==> src/rtl/l1_mem_arbiter.sv <==
// l1_mem_arbiter: serialises core0/core1 L1 fills and write-backs onto one
// shared main-memory port. Write-backs win over fills; otherwise the core not
// served last wins. A per-access cycle counter ends an access that memory
// never answers, and the requester gets an ack with err set.
//
// Handshakes:
//   core side:   reqN is held (with weN/addrN/wdataN) until ackN; ackN is a
//                single-cycle pulse; rdata/err are valid in that cycle only.
//                Inputs are sampled only in IDLE.
//   memory side: mem_valid stays high with mem_we/mem_addr/mem_wdata stable
//                until mem_ready is seen high at a clock edge (or the timeout
//                expires); mem_rdata is taken in the mem_ready cycle.
module l1_mem_arbiter #(
    parameter int ADDR_W  = 9,
    parameter int DATA_W  = 32,
    parameter int TIMEOUT = 16
) (
    input  logic              clk,
    input  logic              resetn,
    input  logic              req0,
    input  logic              we0,
    input  logic [ADDR_W-1:0] addr0,
    input  logic [DATA_W-1:0] wdata0,
    output logic              ack0,
    input  logic              req1,
    input  logic              we1,
    input  logic [ADDR_W-1:0] addr1,
    input  logic [DATA_W-1:0] wdata1,
    output logic              ack1,
    output logic [DATA_W-1:0] rdata,
    output logic              err,
    output logic              busy,
    output logic              mem_valid,
    output logic              mem_we,
    output logic [ADDR_W-1:0] mem_addr,
    output logic [DATA_W-1:0] mem_wdata,
    input  logic              mem_ready,
    input  logic [DATA_W-1:0] mem_rdata,
    output logic [1:0]        dbg_state
);

    localparam logic [1:0] S_IDLE   = 2'd0;
    localparam logic [1:0] S_ACCESS = 2'd1;
    localparam logic [1:0] S_DONE   = 2'd2;

    localparam int CNT_W = $clog2(TIMEOUT + 1);

    logic [1:0]        state;
    logic              owner;
    logic              lat_we;
    logic [ADDR_W-1:0] lat_addr;
    logic [DATA_W-1:0] lat_wdata;
    logic [DATA_W-1:0] rdata_q;
    logic              err_pending;
    logic              last_grant;
    logic [CNT_W-1:0]  cnt;
    logic              grant_any;
    logic              grant_sel;

    // Pick the winner among the current requests (only used in IDLE).
    always_comb begin
        grant_any = req0 | req1;
        grant_sel = 1'b0;
        if (req0 && req1) begin
            if (we0 != we1) begin
                grant_sel = we1;
            end else begin
                grant_sel = ~last_grant;
            end
        end else begin
            grant_sel = req1;
        end
    end

    // Sequencer: IDLE grants and latches, ACCESS waits on memory or the
    // timeout, DONE acks the owner and records it for the round-robin.
    always_ff @(posedge clk) begin
        if (!resetn) begin
            state       <= S_IDLE;
            owner       <= 1'b0;
            lat_we      <= 1'b0;
            lat_addr    <= '0;
            lat_wdata   <= '0;
            rdata_q     <= '0;
            err_pending <= 1'b0;
            last_grant  <= 1'b1;
            cnt         <= '0;
        end else begin
            case (state)
                S_IDLE: begin
                    if (grant_any) begin
                        owner     <= grant_sel;
                        lat_we    <= grant_sel ? we1 : we0;
                        lat_addr  <= grant_sel ? addr1 : addr0;
                        lat_wdata <= grant_sel ? wdata1 : wdata0;
                        cnt       <= '0;
                        state     <= S_ACCESS;
                    end
                end
                S_ACCESS: begin
                    cnt <= cnt + 1'b1;
                    if (mem_ready) begin
                        rdata_q     <= lat_we ? '0 : mem_rdata;
                        err_pending <= 1'b0;
                        state       <= S_DONE;
                    end else if (cnt == CNT_W'(TIMEOUT - 1)) begin
                        rdata_q     <= '0;
                        err_pending <= 1'b1;
                        state       <= S_DONE;
                    end
                end
                S_DONE: begin
                    last_grant <= owner;
                    cnt        <= '0;
                    state      <= S_IDLE;
                end
                default: begin
                    state <= S_IDLE;
                end
            endcase
        end
    end

    assign mem_valid = (state == S_ACCESS);
    assign mem_we    = lat_we;
    assign mem_addr  = lat_addr;
    assign mem_wdata = lat_wdata;
    assign ack0      = (state == S_DONE) && !owner;
    assign ack1      = (state == S_DONE) && owner;
    assign err       = (state == S_DONE) && err_pending;
    assign rdata     = rdata_q;
    assign busy      = (state != S_IDLE);
    assign dbg_state = state;

endmodule

==> config.mk <==
export PLATFORM = sky130hd
export DESIGN_NAME = l1_mem_arbiter
export DESIGN_NICKNAME = d
export VERILOG_FILES = /design/src/rtl/l1_mem_arbiter.sv
export SDC_FILE = /design/constraint.sdc
export NUM_CORES = 1
export LEC_CHECK = 0
export BUFFER_PORTS_ARGS = -buffer_cell sky130_fd_sc_hd__buf_2
export CAP_MARGIN = 20
export CORE_UTILIZATION = 43
export CTS_CLUSTER_DIAMETER = 200
export DETAILED_ROUTE_END_ITERATION = 8
export HOLD_SLACK_MARGIN = 0.03
export PLACE_DENSITY = 0.83
export SLEW_MARGIN = 20
export SYNTH_ARGS = -nofsm -noshare
export SYNTH_HDL_FRONTEND = slang
export SYNTH_SLANG_ARGS = --single-unit
==> constraint.sdc <==
create_clock -name clk -period 1.86 [get_ports clk]
set_input_delay 0.093 -clock clk [delete_from_list [all_inputs] [get_ports clk]]
set_output_delay 0.093 -clock clk [all_outputs]
set_load 0.1 [all_outputs]
==> results of run 1 <==
[layer usage]
metal  share of wire, %  track usage (%)  wire (um)  vias to the layer above
li1                   -                -          -                     1916
met1                 36             34.6       4680                     1882
met2                 49             54.1       6320                      303
met3                 11             10.9       1490                       61
met4                4.0             18.6        524                        0
met5                  0                0          0                        -
[final cells by class]
type                    instances  share of cell area [%]
repair buffers                324                    39.4
flip-flops and latches         84                    29.6
multi-input cells             249                    24.4
clock buffers                  10                    2.42
well taps                      99                    2.17
clock inverters                 6                    1.54
inverters                       6                   0.461
[kinds of logic after synthesis]
logic type               after synthesis  share of synthesized area [%]
flip-flops                            84                           51.9
AO/OA/AOI/OAI                        133                           26.9
AND/OR/NAND/NOR                      114                           14.6
adder cells (fa/ha/maj)                2                          0.771
buffers and inverters                 36                           5.90
[power by group]
part,internal [uW],switching [uW]
logic,491,1500
clock network,794,658
registers,1940,86.8
total,3230,2240
[timing repair]
item | CTS | global route
hold endpoints to repair | 75 | 0
endpoints found under the setup margin | 0 | 1
resized for setup | 0 | 1
hold buffers | 116 | 0
[worst max-delay path by stage]
stage / start / to / slack [ns] / depth (start not counted)
after floorplan: dbg_state[1] / cnt[1] / 0.03 / 5
after global placement: cnt[0] / rdata[9] / 0.19 / 8
after detailed placement: cnt[0] / rdata[15] / 0.14 / 8
after CTS: dbg_state[1] / mem_valid / 0.06 / 3
after global routing: cnt[0] / rdata[14] / 0.02 / 8
final: cnt[0] / rdata[14] / 0.1 / 8
[stage by stage]
step / instance area, um^2 / hold slack, ns / setup slack, ns
final: 5700 / 0.0526 / 0.0993
after global routing: 5700 / 0.0632 / 0.0151
after CTS: 5690 / 0.0348 / 0.0579
after detailed placement: 4310 / 0.306 / 0.141
after global placement: 4310 / 0.303 / 0.192
after floorplan: 3260 / 0.190 / 0.0267
[registers in the layout, summed over array words and instances (netlist names)]
name         cells
mem_we           1
rdata           32
dbg_state        2
mem_wdata       32
mem_addr         9
err_pending      1
last_grant       1
cnt              5
owner            1
[worst max-delay path, delay by kind of cell, from the launching register on]
family	cells	cell delay [ns]
compound gates	1	0.18
flops	1	0.34
buf+inv	1	0.20
simple gates	4	0.55
fa+ha+maj	2	0.42
[placed cells by master (no fill, tap or decap), types with 2 or more instances in the layout]
| cell | n |
|---|---|
| dlygate4sd3_1 | 116 |
| a22o_1 | 32 |
| nand3b_1 | 2 |
| clkinv_4 | 2 |
| a31oi_1 | 42 |
| clkinv_2 | 2 |
| clkbuf_8 | 10 |
| ha_1 | 2 |
| buf_4 | 5 |
| inv_1 | 4 |
| o21ai_0 | 46 |
| nand2_1 | 86 |
| buf_12 | 2 |
| bufinv_16 | 2 |
| nor2_1 | 12 |
| buf_2 | 201 |
| a21oi_1 | 8 |
| dfxtp_1 | 82 |
==> key figures, run 1 <==
Drt
  • Antenna Nets Post-Route: 0
  • Vias: 4162
  • Post-DR vias/cell: 5.35
  • DR WL/cell: between 15 and 20 um
  • DR iter-0 viols: 181
  • Final WL: 13000 um
  • Number of iterations in the first detailed-routing pass: 5
  • Drc violations: 0

Die
  • Rows: 31
  • Ports: 202
  • Placeable Area: 0.00725 mm^2
  • Die area: 0.00789 mm^2
  • Die Ht: 88.8 um
  • DIE WIDTH: 88.8 um
  • Starting Density: 44.7%

Logic synthesis
  • Synth cell types: 30
  • Cells after Synth: 369
  • Top-area cell type share of the netlist area: 51.9%
  • Post-synth EDFFs: 0
  • Top FF cell, synth: dfxtp_1
  • List of most frequent post-synthesis cells: nand2_1 (86), dfxtp_1 (84), o21ai_0 (46)
  • Top cells by area, synth: dfxtp_1 (52%), nand2_1 (10%), a22o_1 (8.6%)
  • FFs w/ async S/R, synth: 0%
  • Ys Warns: 0
  • Mapped Area: 0.00324 mm^2
  • Count leader, synth: nand2_1
  • Sequential fraction of the synthesis area: 51.9%
  • Area leader, netlist: dfxtp_1
  • Syn nets: 492
  • Yosys reg bits: 84
  • Mapped Avg Cell Area: 8.79 um^2

Critical path
  • Worst EP arrival: 2.04 ns
  • Reg2reg start: cnt[0]
  • WS Path Type: flip-flop to flip-flop
  • Critical Path Max Stage Delay: 0.34 ns
  • Worst-path cell chain: ha_1, and3_1, ha_1, nor2_1, nor2_1, nor2_2, buf_12, a22o_1
  • Reg-to-reg setup timing slack: 0.1 ns
  • Critical Path Sink Type: flip-flop
  • Worst Setup Start Kind: flip-flop
  • Crit-path max FO: 32
  • Length in cells of the worst reg-to-reg path: 8
  • CP required: 2.14 ns
  • CP max stage cell: dfxtp_1
  • Worst r2r dst: rdata[14]

Min path
  • Hold Path Depth: 3
  • Hold Crit Class: primary input to flip-flop
  • Hold path startpoint: we0
  • Worst hold endpoint: mem_we

Pwr
  • Leakage: ~0.0027 uW
  • PwrDens: a little under 1000 mW/mm^2
  • Worst vdd ir: 0.552 mV
  • Design Power: 5470 uW

Clocking
  • Postcts setup bufs: 0
  • Sink Count: 84
  • TritonCTS clock tree: yes
  • Worst-path clk slew: 0.08 ns
  • Max Root-Sink Buffers: 2
  • Clock latency on the worst-skew pair: 0.35 ns
  • Num CTS Buffers: 9
  • H-tree depth: 3
  • Clk root buf: clkbuf_8

STA
  • FMAX: around 570 MHz
  • Final hold vios: 0
  • RSZ-0062 raised after global routing: no
  • Fin Setup TNS: 0 ns
  • Post-layout min period: 1.76 ns
  • Final setup vio count: 0
  • Final period util: roughly 95%
  • Final Max Slew Viols: 0
  • Slew HR: 59.0%
  • Max Clock Skew: 0.00864 ns
  • Worst Max-Slew Pin Slew: 0.609 ns

Run
  • Max cap viols: 0

Run status
  • Status: completed

Placement
  • Final HPWL from detailed placement: roughly 6300 um
  • Dpl cells: 646
  • GP Congestion: approximately 0.78
  • Number of port buffers: 201

Global route
  • Gr usage total: 31.9%
  • Global-route wire length before repair: 19100 um
  • Gr ovfl total: 0
  • Initial antenna violation count: 0
  • Largest net degree at the start of global routing: 87
  • Vias in the first global route: 4045

Cells and area
  • Layout Nets: 797
  • Non-filler cells, final: 778
  • Finished Core Util: 78.5%
  • Share of post-route cells with drive strength above 1: 34.6%
  • Fillers: ~440
  • Register area: 0.00169 mm^2
  • Area Overhead vs Synth: 75.7%
  • Area of the multi-input gates: 0.00139 mm^2
  • Antenna Cells: 0
Note: power is estimated with default switching activity, not from simulation.
==> inputs of run 2 (changes only) <==
- ABC_AREA: default -> 1
- CORE_UTILIZATION: 43 -> 46
- PLACE_DENSITY: 0.83 -> 0.84
==> key figures, run 2 <==
Run status
  • Status: completed

Logic synthesis
  • Top FF cell, synth: dfxtp_1
  • Syn nets: about 700
  • FFs w/ async S/R, synth: 0%
  • Count leader, synth: nand2_1
  • Mapped Avg Cell Area: 6.81 um^2
  • Post-synth EDFFs: 0
  • Mapped Area: roughly 0.0039 mm^2
  • Yosys reg bits: 84
  • Top-area cell type share of the netlist area: roughly 43%
  • Synth cell types: 22
  • Top cells by area, synth: dfxtp_1 (43%), nand3_1 (15%), nand2_1 (12%)
  • Cells after Synth: slightly below 600
  • List of most frequent post-synthesis cells: nand2_1 (130), nand3_1 (118), nor2_1 (93)
  • Ys Warns: 0
  • Sequential fraction of the synthesis area: 42.7%
  • Area leader, netlist: dfxtp_1

Critical path
  • Worst EP arrival: ~2.0 ns
  • Worst Setup Start Kind: flip-flop
  • WS Path Type: flip-flop to flip-flop
  • Reg-to-reg setup timing slack: about 0.16 ns
  • Most used cell, CP: ha_1
  • CP bufs+invs: 2
  • Reg2reg start: cnt[0]
  • Critical Path Sink Type: flip-flop
  • CP required: around 2.1 ns
  • Stages on worst setup path: 9
  • Length in cells of the worst reg-to-reg path: 9
  • Worst r2r dst: rdata[1]
  • Setup crit end: rdata[1]
  • Critical Path Max Stage Delay: about 0.37 ns
  • Delay-heaviest family, CP: compound AO/OA/AOI/OAI gates
  • Worst-path cell chain: ha_1, nand2_1, nor2_1, ha_1, inv_1, a21oi_4, nand2_2, buf_12, o21ai_1
  • Crit-path max FO: 33
  • CP max stage cell: dfxtp_1
  • Setup crit start: cnt[0]

Min path
  • Hold Crit Class: primary input to flip-flop

Drt
  • Post-DR vias/cell: 4.99
  • Drc violations: 0
  • DR WL/cell: 13.1 um
  • DR iter-0 viols: 158
  • Antenna Nets Post-Route: 0
  • Vias: 4562
  • Number of iterations in the first detailed-routing pass: 6
  • Final WL: around 12000 um

Clocking
  • Postcts setup bufs: 0
  • Sink Count: 84
  • Worst-path clk slew: 0.09 ns
  • Clock latency on the worst-skew pair: between 0.3 and 0.4 ns
  • Max Root-Sink Buffers: 2
  • Num CTS Buffers: 9
  • H-tree depth: 3
  • Clk root buf: clkbuf_8
  • TritonCTS clock tree: yes

STA
  • Final setup vio count: 0
  • Final Max Slew Viols: 0
  • Min setup slack post-route: 0.165 ns
  • Hold Worst Slack: 0.0423 ns
  • Max Clock Skew: 0.00991 ns
  • Final period util: 91.1%
  • FMAX: 590 MHz
  • Post-layout min period: approximately 1.7 ns
  • Final hold vios: 0
  • Fin Setup TNS: 0 ns
  • Worst Max-Slew Pin Slew: 0.535 ns
  • RSZ-0062 raised after global routing: no
  • Slew HR: a little under two thirds

Die
  • Starting Density: 47.7%
  • Die area: 0.00893 mm^2
  • Ports: ~200
  • Placeable Area: 0.00826 mm^2
  • Rows: 33
  • DIE WIDTH: 94.5 um
  • Die Ht: 94.5 um

Pwr
  • PwrDens: 959 mW/mm^2
  • Int Power: 3160 uW
  • Worst vdd ir: 0.519 mV
  • Clock Power Share: 27.4%
  • Seq pwr share: between 30% and 40%
  • Sw Share: between 40% and 50%
  • P_sw: 2270 uW
  • Leakage: 0.00309 uW
  • Combinational Power Share: 35.7%

Placement
  • GP Congestion: 0.793
  • Final HPWL from detailed placement: 7950 um
  • Dpl cells: 854
  • Placed Area: 0.00500 mm^2
  • Number of port buffers: 201
  • Worst slack, placed: a little over 0.06 ns

Global route
  • Largest net degree at the start of global routing: between 50 and 60
  • Initial antenna violation count: 2
  • Gr ovfl total: 0
  • Gr usage total: 25.9%
  • Global-route wire length before repair: 18400 um
  • Vias in the first global route: ~4200

Cells and area
  • Non-filler cells, final: 914
  • Commonest non-fill, non-tap cell in the layout: buf_2
  • Most frequent cells in the layout: buf_2 (201), nand2_1 (130), nand3_1 (116)
  • Design area: 0.00566 mm^2
  • Share of post-route cells with drive strength above 1: 32.1%
  • Area Overhead vs Synth: 43.7%
  • Fillers: 689
  • Layout Nets: ~930

Run
  • Max cap viols: 0
[run 2: changes by cell type in the layout (fill, tap and decap cells not counted), moves of 4 or more]
| cell | change |
|---|---|
| dlygate4sd3_1 | -73 |
| inv_2 | +5 |
| nor2_1 | +78 |
| a22o_1 | -32 |
| o21ai_1 | +18 |
| o21ai_0 | -38 |
| o21ai_2 | +12 |
| a31oi_1 | -41 |
| inv_1 | +48 |
| inv_6 | +4 |
| nand2_1 | +44 |
| nand3_1 | +115 |
[run 2: kinds of logic (layout without fill, tap and decap cells)]
logic type,Yosys count,after routing,share of synthesized area (%)
flip-flops,84,84,42.7
AO/OA/AOI/OAI,47,47,7.44
other,0,1,0
AND/OR/NAND/NOR,348,348,37.6
buffers and inverters,97,327,11.6
adder cells (fa/ha/maj),2,2,0.635
[run 2: area by class of cell]
class / count / area, um^2 / area share [%]
diodes: 1 / 2.50 / 0.0442
clock buffers: 9 / 124 / 2.19
clock inverters: 7 / 104 / 1.84
inverters: 58 / 220 / 3.89
multi-input cells: 397 / 1820 / 32.2
flip-flops and latches: 84 / 1690 / 29.8
well taps: 105 / 131 / 2.32
repair buffers: 253 / 1570 / 27.7
[run 2: power by group through the flow]
stage	registers, uW	clock network (uW)	logic [uW]
floorplan	2940	0	595
global placement	2040	0	1830
detailed placement	2040	0	1850
CTS	2010	1520	1930
global route	2020	1600	2050
finish	2010	1490	1940
[run 2: metal layers]
metal	vias up	track usage, %	share of wire, %
met3	26	7.00	8.8
met2	222	46.3	50
met5	-	0	0
li1	2269	-	-
met1	2045	28.6	39
met4	0	11.6	2.1
[run 2: stage by stage]
step | utilization (%) | total power [uW]
finish | 68.5 | 5430
global route | 68.5 | 5680
CTS | 68.5 | 5460
detailed placement | 60.5 | 3900
global placement | 60.5 | 3870
floorplan | - | 3540
[run 2: worst min-delay path, stage by stage]
cell and delay (ns):
buf_2 0.10, nand2_1 0.06, o21ai_0 0.08
[run 2: worst min path at each step]
stage                              from      endpoint  slack (ns)  cells past startpoint
after floorplan           mem_rdata[22]     rdata[22]        0.24                      2
after global routing       mem_rdata[0]      rdata[0]        0.04                      3
after detailed placement  mem_rdata[28]     rdata[28]        0.35                      3
final                      mem_rdata[0]      rdata[0]        0.04                      3
after global placement    mem_rdata[30]     rdata[30]        0.35                      3
after CTS                     wdata0[8]  mem_wdata[8]        0.03                      5
[run 2: what timing repair did]
action                     CTS  global route
gates resized for setup      0             3
hold buffers                43             0
setup endpoints to repair    0            31
hold endpoints to repair    43             0
==> inputs of run 3 (changes only) <==
- clock period: 1.86 -> 1.8 ns (I/O delays scaled with it)
==> key figures, run 3 (synthesis results as in run 2) <==
Run status
  • Status: completed

Die
  • Starting Density: 47.7%
  • Rows: 33
  • Die area: just under 0.009 mm^2
  • Placeable Area: 0.00826 mm^2
  • Die Ht: 94.5 um
  • DIE WIDTH: around 95 um
  • Ports: between 200 and 250

Clocking
  • Clock latency on the worst-skew pair: 0.34 ns
  • Worst-path clk slew: 0.09 ns
  • Max Root-Sink Buffers: 2
  • TritonCTS clock tree: yes
  • Num CTS Buffers: 9
  • Sink Count: 84
  • H-tree depth: 3
  • Clk root buf: clkbuf_8

Pwr
  • Sw Share: 42.7%
  • Seq pwr share: 38.1%
  • Design Power: 5430 uW
  • Combinational Power Share: 36.7%
  • Clock Power Share: 25.2%
  • P_sw: 2320 uW
  • PwrDens: 958 mW/mm^2
  • Int Power: 3120 uW
  • Worst vdd ir: 0.569 mV
  • Leakage: 0.00308 uW

STA
  • Post-layout min period: 1.64 ns
  • Worst Max-Slew Pin Slew: 0.499 ns
  • FMAX: just over 600 MHz
  • Final hold vios: 0
  • Final Max Slew Viols: 0
  • Max Clock Skew: 0.00904 ns
  • Final period util: 90.9%
  • RSZ-0062 raised after global routing: no
  • Final setup vio count: 0
  • Slew HR: about two thirds
  • Min setup slack post-route: 0.164 ns

Cells and area
  • Commonest non-fill, non-tap cell in the layout: buf_2
  • Fillers: approximately 660
  • Share of post-route cells with drive strength above 1: 31.8%
  • Finished Core Util: 68.6%
  • Antenna Cells: 0
  • Layout Nets: a little over 900
  • Design area: approximately 0.0057 mm^2
  • Most frequent cells in the layout: buf_2 (201), nand2_1 (130), nand3_1 (116)
  • Area Overhead vs Synth: 43.9%

Placement
  • Final HPWL from detailed placement: 7760 um
  • GP Congestion: 0.775
  • Worst slack, placed: between 0.03 and 0.04 ns
  • Placed Area: 0.00497 mm^2
  • Number of port buffers: 201

Drt
  • Drc violations: 0
  • Number of iterations in the first detailed-routing pass: 4
  • Antenna Nets Post-Route: 0
  • DR WL/cell: between 10 and 15 um
  • Vias: 4531
  • DR iter-0 viols: 160
  • Post-DR vias/cell: 4.93
  • Final WL: approximately 12000 um

Global route
  • Gr usage total: 24.9%
  • Vias in the first global route: approximately 4000
  • Global-route wire length before repair: 17700 um
  • Initial antenna violation count: 0
  • Gr ovfl total: 0
  • Largest net degree at the start of global routing: just under 90

Critical path
  • Critical Path Sink Type: flip-flop
  • Reg-to-reg setup timing slack: 0.16 ns
  • Worst r2r dst: rdata[11]
  • WS Path Type: flip-flop to flip-flop
  • CP required: 2.07 ns
  • Crit-path max FO: 33
  • Length in cells of the worst reg-to-reg path: 9
  • Worst EP arrival: 1.91 ns
  • Worst Setup Start Kind: flip-flop
  • Setup crit start: cnt[0]
  • Reg2reg start: cnt[0]

Min path
  • Hold Crit Class: primary input to flip-flop
  • Hold Path Depth: 5
  • Hold path startpoint: wdata0[12]
  • Worst hold endpoint: mem_wdata[12]

Run
  • Max cap viols: 0
## run 3: cell count changes in the layout (fill, tap and decap cells not counted), sizes merged
cell	previous run	this run
bufinv	2	1
inv	62	61
dlygate4sd3	43	49
clkinvlp	0	2
diode	1	0
## run 3: area by class of cell
cell class	instances	area [um^2]	area share, %
multi-input combinational	397	1820	32.1
tap	105	131	2.32
timing repair buffer	259	1600	28.3
clock buffer	9	124	2.19
clock inverter	7	80.1	1.41
sequential	84	1690	29.8
inverter	58	220	3.89
## run 3: how the worst max path moves through the flow
| stage | depth (start not counted) | end | slack, ns |
|---|---|---|---|
| 2_1_floorplan | 8 | rdata[13] | -0.13 |
| 3_3_place_gp | 9 | rdata[3] | 0.13 |
| 3_5_place_dp | 9 | rdata[4] | 0.04 |
| 4_1_cts | 9 | rdata[4] | 0.01 |
| 5_1_grt | 9 | rdata[12] | 0.06 |
| 6_report | 9 | rdata[11] | 0.16 |
## run 3: per-layer routing
layer  global-route usage (%)  share of wire [%]  vias to the layer above
li1                         -                  -                     2285
met1                     28.8                 40                     2018
met2                     43.8                 49                      205
met3                     6.76                9.1                       23
met4                     9.09                2.1                        0
met5                        0                  0                        -
## run 3: metrics by stage
step                      instances  TNS (ns)  hold WS, ns
after CTS                       918         0       0.0308
after global placement          854         0        0.350
final                           919         0       0.0379
after detailed placement        854         0        0.355
after floorplan                 578     -3.66        0.240
after global routing            919         0       0.0385
## run 3: worst max-delay path, cell delays in order, from the launching register on
cell     delay (ns)
dfxtp_1        0.34
ha_1           0.21
nand2_1        0.09
nor2_1         0.05
ha_1           0.17
inv_1          0.12
a21oi_4        0.08
inv_4          0.25
nand3_1        0.14
o21ai_1        0.11
## run 3: power groups by stage
stage / logic [uW] / registers (uW) / clock network, uW
floorplan: 615 / 3040 / 0
global placement: 1880 / 2100 / 0
detailed placement: 1900 / 2110 / 0
CTS: 1980 / 2070 / 1400
global route: 2120 / 2090 / 1480
finish: 1990 / 2070 / 1370
## run 3: repair_timing
item | 4_1_cts | 5_1_grt
setup endpoints to repair | 0 | 33
buffers inserted | 0 | 0
endpoints found under the hold margin | 49 | 1
hold buffers | 48 | 1
gates resized for setup | 0 | 2
